[config.mk]
export PLATFORM = sky130hd
export DESIGN_NAME = int_coalescer
export DESIGN_NICKNAME = d
export VERILOG_FILES = /design/src/rtl/int_coalescer.sv
export SDC_FILE = /design/constraint.sdc
export NUM_CORES = 2
export LEC_CHECK = 0
export CELL_PAD_IN_SITES_DETAIL_PLACEMENT = 1
export CELL_PAD_IN_SITES_GLOBAL_PLACEMENT = 2
export CORE_MARGIN = 3
export CORE_UTILIZATION = 38
export DETAILED_ROUTE_END_ITERATION = 12
export PLACE_DENSITY_LB_ADDON = 0.1
export SLEW_MARGIN = 20
export SYNTH_ARGS = -nofsm -noshare
export SYNTH_HDL_FRONTEND = slang
export SYNTH_SLANG_ARGS = --single-unit
[constraint.sdc]
create_clock -name clk -period 4.7 [get_ports clk]
set_input_delay 0.94 -clock clk [delete_from_list [all_inputs] [get_ports clk]]
set_output_delay 0.94 -clock clk [all_outputs]
set_load 0.005 [all_outputs]
[src/rtl/int_coalescer.sv]
// Per-channel interrupt coalescer: batches event pulses into level int_valid requests for the router.
// Latency: with thresh=1 an event raises int_valid two edges later; stat_count lags last_count by one cycle.
// Backpressure: a request holds in FIRE until int_ready; events keep counting (saturating) while it waits.
module int_coalescer #(
   parameter int COUNT = 16,
   parameter int CNT_W = 8,
   parameter int TMR_W = 16
) (
   input  logic             clk,
   input  logic             reset,
   input  logic             cfg_valid,
   output logic             cfg_ready,
   input  logic [4:0]       cfg_chan,
   input  logic [CNT_W-1:0] cfg_thresh,
   input  logic [TMR_W-1:0] cfg_timeout,
   input  logic [COUNT-1:0] ev_pulse,
   output logic [COUNT-1:0] int_valid,
   input  logic [COUNT-1:0] int_ready,
   input  logic [4:0]       stat_sel,
   output logic [CNT_W-1:0] stat_count,
   output logic [COUNT-1:0] ovf,
   input  logic [COUNT-1:0] ovf_clr
);

   typedef enum logic [1:0] {
      IDLE  = 2'd0,
      ACCUM = 2'd1,
      FIRE  = 2'd2
   } state_t;

   localparam logic [CNT_W-1:0] CNT_MAX = {CNT_W{1'b1}};
   localparam logic [TMR_W-1:0] TMR_MAX = {TMR_W{1'b1}};
   localparam logic [CNT_W-1:0] CNT_ONE = {{(CNT_W-1){1'b0}}, 1'b1};

   state_t           state_q   [COUNT];
   state_t           state_d   [COUNT];
   logic [CNT_W-1:0] count_q   [COUNT];
   logic [CNT_W-1:0] count_d   [COUNT];
   logic [TMR_W-1:0] timer_q   [COUNT];
   logic [TMR_W-1:0] timer_d   [COUNT];
   logic [CNT_W-1:0] last_q    [COUNT];
   logic [CNT_W-1:0] last_d    [COUNT];
   logic [CNT_W-1:0] thresh_q  [COUNT];
   logic [TMR_W-1:0] timeout_q [COUNT];

   // Per-channel arithmetic, widened by one bit so compares see the true sum
   logic [CNT_W:0]   ev_sum    [COUNT];
   logic [CNT_W-1:0] cnt_inc   [COUNT];
   logic [CNT_W-1:0] thr_eff   [COUNT];
   logic [TMR_W:0]   tmr_sum   [COUNT];
   logic [TMR_W-1:0] tmr_inc   [COUNT];
   logic [COUNT-1:0] thr_hit;
   logic [COUNT-1:0] tmo_hit;
   logic [COUNT-1:0] ev_lost;
   logic [COUNT-1:0] ovf_d;
   logic [CNT_W-1:0] stat_d;

   assign cfg_ready = 1'b1;

   for (genvar g = 0; g < COUNT; g++) begin : g_chan
      assign ev_sum[g]    = {1'b0, count_q[g]} + {{CNT_W{1'b0}}, ev_pulse[g]};
      assign cnt_inc[g]   = ev_sum[g][CNT_W] ? CNT_MAX : ev_sum[g][CNT_W-1:0];
      // A zero threshold would fire on an empty batch; treat it as one event
      assign thr_eff[g]   = (thresh_q[g] == '0) ? CNT_ONE : thresh_q[g];
      assign thr_hit[g]   = (ev_sum[g] >= {1'b0, thr_eff[g]});
      assign tmr_sum[g]   = {1'b0, timer_q[g]} + {{TMR_W{1'b0}}, 1'b1};
      assign tmr_inc[g]   = tmr_sum[g][TMR_W] ? TMR_MAX : tmr_sum[g][TMR_W-1:0];
      assign tmo_hit[g]   = (timeout_q[g] != '0) && (tmr_sum[g] >= {1'b0, timeout_q[g]});
      assign ev_lost[g]   = ev_pulse[g] && (count_q[g] == CNT_MAX) && (state_q[g] != IDLE);
      assign int_valid[g] = (state_q[g] == FIRE);
   end

   // Configuration registers; out-of-range channel numbers match no channel
   always_ff @(posedge clk) begin
      if (reset) begin
         for (int i = 0; i < COUNT; i++) begin
            thresh_q[i]  <= CNT_ONE;
            timeout_q[i] <= '0;
         end
      end else if (cfg_valid) begin
         for (int i = 0; i < COUNT; i++) begin
            if (cfg_chan == 5'(i)) begin
               thresh_q[i]  <= cfg_thresh;
               timeout_q[i] <= cfg_timeout;
            end
         end
      end
   end

   // Per-channel next state: batch accumulation, fire decision and ack handling
   always_comb begin
      ovf_d = (ovf & ~ovf_clr) | ev_lost;
      for (int i = 0; i < COUNT; i++) begin
         state_d[i] = state_q[i];
         count_d[i] = count_q[i];
         timer_d[i] = timer_q[i];
         last_d[i]  = last_q[i];
         case (state_q[i])
            IDLE: begin
               if (ev_pulse[i]) begin
                  count_d[i] = CNT_ONE;
                  timer_d[i] = '0;
                  state_d[i] = ACCUM;
               end
            end
            ACCUM: begin
               timer_d[i] = tmr_inc[i];
               count_d[i] = cnt_inc[i];
               if (thr_hit[i] || tmo_hit[i]) begin
                  state_d[i] = FIRE;
               end
            end
            FIRE: begin
               if (int_ready[i]) begin
                  last_d[i]  = cnt_inc[i];
                  timer_d[i] = '0;
                  // An event in the ack cycle opens the next batch immediately
                  if (ev_pulse[i]) begin
                     count_d[i] = CNT_ONE;
                     state_d[i] = ACCUM;
                  end else begin
                     count_d[i] = '0;
                     state_d[i] = IDLE;
                  end
               end else begin
                  count_d[i] = cnt_inc[i];
               end
            end
            default: begin
               state_d[i] = IDLE;
               count_d[i] = '0;
               timer_d[i] = '0;
            end
         endcase
      end
   end

   // Status mux; unknown channels read as zero
   always_comb begin
      stat_d = '0;
      for (int i = 0; i < COUNT; i++) begin
         if (stat_sel == 5'(i)) begin
            stat_d = last_q[i];
         end
      end
   end

   // State register for all channels, status and sticky overflow
   always_ff @(posedge clk) begin
      if (reset) begin
         for (int i = 0; i < COUNT; i++) begin
            state_q[i] <= IDLE;
            count_q[i] <= '0;
            timer_q[i] <= '0;
            last_q[i]  <= '0;
         end
         ovf        <= '0;
         stat_count <= '0;
      end else begin
         for (int i = 0; i < COUNT; i++) begin
            state_q[i] <= state_d[i];
            count_q[i] <= count_d[i];
            timer_q[i] <= timer_d[i];
            last_q[i]  <= last_d[i];
         end
         ovf        <= ovf_d;
         stat_count <= stat_d;
      end
   end

endmodule

==> run_results.csv <==
group,metric,value,unit
critical_path,path_class,"reg -> reg",
finish,syn_to_final_growth,13.5,%
detailed_routing,antenna_left,0,
grt,antenna_found_initial,13,
detailed_routing,drc,0,
placement,preCtsSetupSlack,0.457,ns
cts,ctsRootBufferMaster,"clkbuf_16",
finish,fin_cells,8436,
grt,grt_pass1_vias,46907,
detailed_routing,first_pass_iters,5,
cts,cts.path.max_buffers,3,
floorplanning,die_h,385,um
pwr,clockPowerShare,45.0,%
timing,setup_viol_count_final,0,
yosys,syn_nets,6898,
timing,tns,0,ns
pwr,power_density,333,mW/mm2
pwr,peakVddDrop,0.277,mV
yosys,synth_cell_types,86,
finish,stdcell_area,0.0618,mm2
yosys,synth.area.top_cells,"edfxtp_1, dfxtp_1, ha_1",
placement,routabilityCongestion,0.882,
yosys,syn_area,0.0545,mm2
detailed_routing,finalWirelength,180000,um
timing,slew_headroom,32.7,%
detailed_routing,via_per_inst,5.49,
flow_run,cap_violations,0,
yosys,ys_warn_count,0,
floorplanning,ioPinCount,126,
floorplanning,dieWidth,385,um
cts,cts_post_setup_buffers_inserted,0,
grt,overflow,0,
floorplanning,fp-row-count,138,
pwr,switching_share,26.6,%
pwr,sequentialPowerShare,44.7,%
cts,cts_tree,"yes",
yosys,synth_flop_cell,"dfxtp_1",
cts,clock_latency,0.73,ns
cts,htreeDepth,3,
yosys,synth_edf_count,384,
timing,rsz0062_at_grt,"no",
pwr,pwr-share-comb,10.3,%
timing,worst_pin_slew,1.00,ns
critical_path,crit_path_end_kind,"flop",
detailed_routing,drtIter0Drc,2421,
critical_path,r2r-start,"timer_q[0][96]",
cts,path_clk_slew,0.07,ns
yosys,synth_cells,6381,
placement,dp_hpwl,132000,um
grt,grt_max_degree,165,
detailed_routing,via_count,46285,
floorplanning,start_util,38.4,%
timing,final_max_slew_viol_count,0,
timing,fin_ws,0.961,ns
yosys,synth_top_area_cell,"edfxtp_1",
critical_path,cp.required,5.31,ns
timing,final.period_utilization,79.5,%
cts,ctsHoldBuffers,0,
yosys,yosysSeqAreaShare,42.1,%
critical_path,worstPathMaxFanout,6,
critical_path,r2r_slack,0.96,ns
floorplanning,die_area,0.148,mm2
placement,dp_cells,8210,
yosys,syn_area_per_cell,8.54,um2
finish,drive_gt1_share,5.90,%
placement,io_buffers,124,
yosys,ys_ff_latch,952,
yosys,async_reset_ff_share,0,%
cts,clock_sinks,952,
critical_path,cp-start-kind,"flop",
cts,cts_resized,0,
timing,layout_min_cycle_time,3.74,ns
pwr,cell_internal_pwr,0.0151,W
grt,grt_use_total,24.0,%
critical_path,worst_ep_arrival_time,4.34,ns
detailed_routing,wl_per_cell,21.3,um
finish,nets,6953,
hold_path,min_from,"timer_q[1][95]",
timing,fmax,0.267,GHz
floorplanning,core-area,0.142,mm2
hold_path,hold_class,"reg -> reg",
pwr,p_leak,25.2,nW
cts,cts-buffers-inserted,114,
yosys,yosysTopAreaCellShare,21.2,%
timing,clock_skew,0.0307,ns
pwr,p_sw,0.00548,W
status,outcome,"finished, final reports clean",
timing,hold_viol,0,
critical_path,crit_start,"timer_q[0][96]",
grt,grt_pass1_wl,278000,um
placement,dpl_cell_area,0.0579,mm2
finish,post-route-util,43.5,%
[cell families after synthesis]
group,Yosys count,share of synthesized area (%)
simple gates,2289,20.2
compound gates,1598,17.0
flops,952,42.1
buf+inv,779,5.44
fa+ha+maj,432,9.92
xor+xnor,318,5.11
mux,12,0.294
other cells,1,0.00689
[final timing paths]
kind / to / cells after the start
worst max-delay path: state_q[0][13] / 14
worst min-delay path: timer_q[1][95] / 2
worst max register to register: state_q[0][13] / 14
worst min register to register: timer_q[1][95] / 2
[state kept, by name (all words and copies together), names as in the netlist]
name        count
count_q       128
last_q        128
ovf            16
stat_count      8
state_q        32
thresh_q      128
timeout_q     256
timer_q       256
[metal layers]
metal / part of all wire [%] / GRT usage, % / vias to the layer above
li1: - / - / 22678
met1: 47 / 32.7 / 22760
met2: 47 / 40.1 / 628
met3: 3.4 / 2.97 / 217
met4: 2.7 / 6.34 / 2
met5: 0.0072 / 0 / -
[stage by stage]
| stage | hold WS [ns] | total power [W] |
|---|---|---|
| floorplan | 0.432 | 0.0105 |
| finish | 0.454 | 0.0206 |
| CTS | 0.455 | 0.0208 |
| detailed placement | 0.447 | 0.0115 |
| global route | 0.478 | 0.0215 |
| global placement | 0.439 | 0.0115 |
[critical path, cell delays in order (launching register included)]
cell	delay, ns
dfxtp_1	0.43
ha_1	0.26
and3_1	0.28
and3_1	0.22
nand4_1	0.25
nor2_1	0.24
xor2_1	0.17
ha_1	0.27
a21oi_1	0.13
o21ai_0	0.13
a2111oi_0	0.43
o31ai_1	0.14
a31oi_1	0.19
o21ai_0	0.21
a31o_2	0.28
[power by group through the flow]
stage          logic, W  registers [W]  clock network [W]
3_3_place_gp    0.00208        0.00937                  0
5_1_grt         0.00237        0.00925            0.00983
4_1_cts         0.00214        0.00921            0.00949
6_report        0.00211        0.00921            0.00927
2_1_floorplan   0.00129        0.00926                  0
3_5_place_dp    0.00213        0.00938                  0
[cell type report]
class,instances,area (um2)
Sequential cell,952,22900
Clock inverter,62,716
Inverter,466,1750
Tap cell,1890,2360
Fill cell,16607,80100
Multi-Input combinational cell,4650,28700
Antenna cell,9,22.5
Timing Repair Buffer,252,2220
Clock buffer,155,3180
[cells in the mapped netlist (all sizes together) (127+ instances only)]
master and instances:
ha 432, nor3 137, edfxtp 384, clkbuf 273, nor2 853, inv 466
a211oi 127, dfxtp 568, nand3 217, a21oi 564, nand2 435, o21ai 585
xor2 145, xnor2 173
[placed cells by master, fill, tap and decap left out, drive strengths merged, types with 173 or more instances in the layout]
cell type,Yosys,final
a21oi,564,564
inv,466,473
o21ai,585,585
nand3,217,217
nand2,435,435
dfxtp,568,568
edfxtp,384,384
ha,432,432
nor2,853,853
xnor2,173,173
No activity file was read; power rests on OpenSTA's default activity.
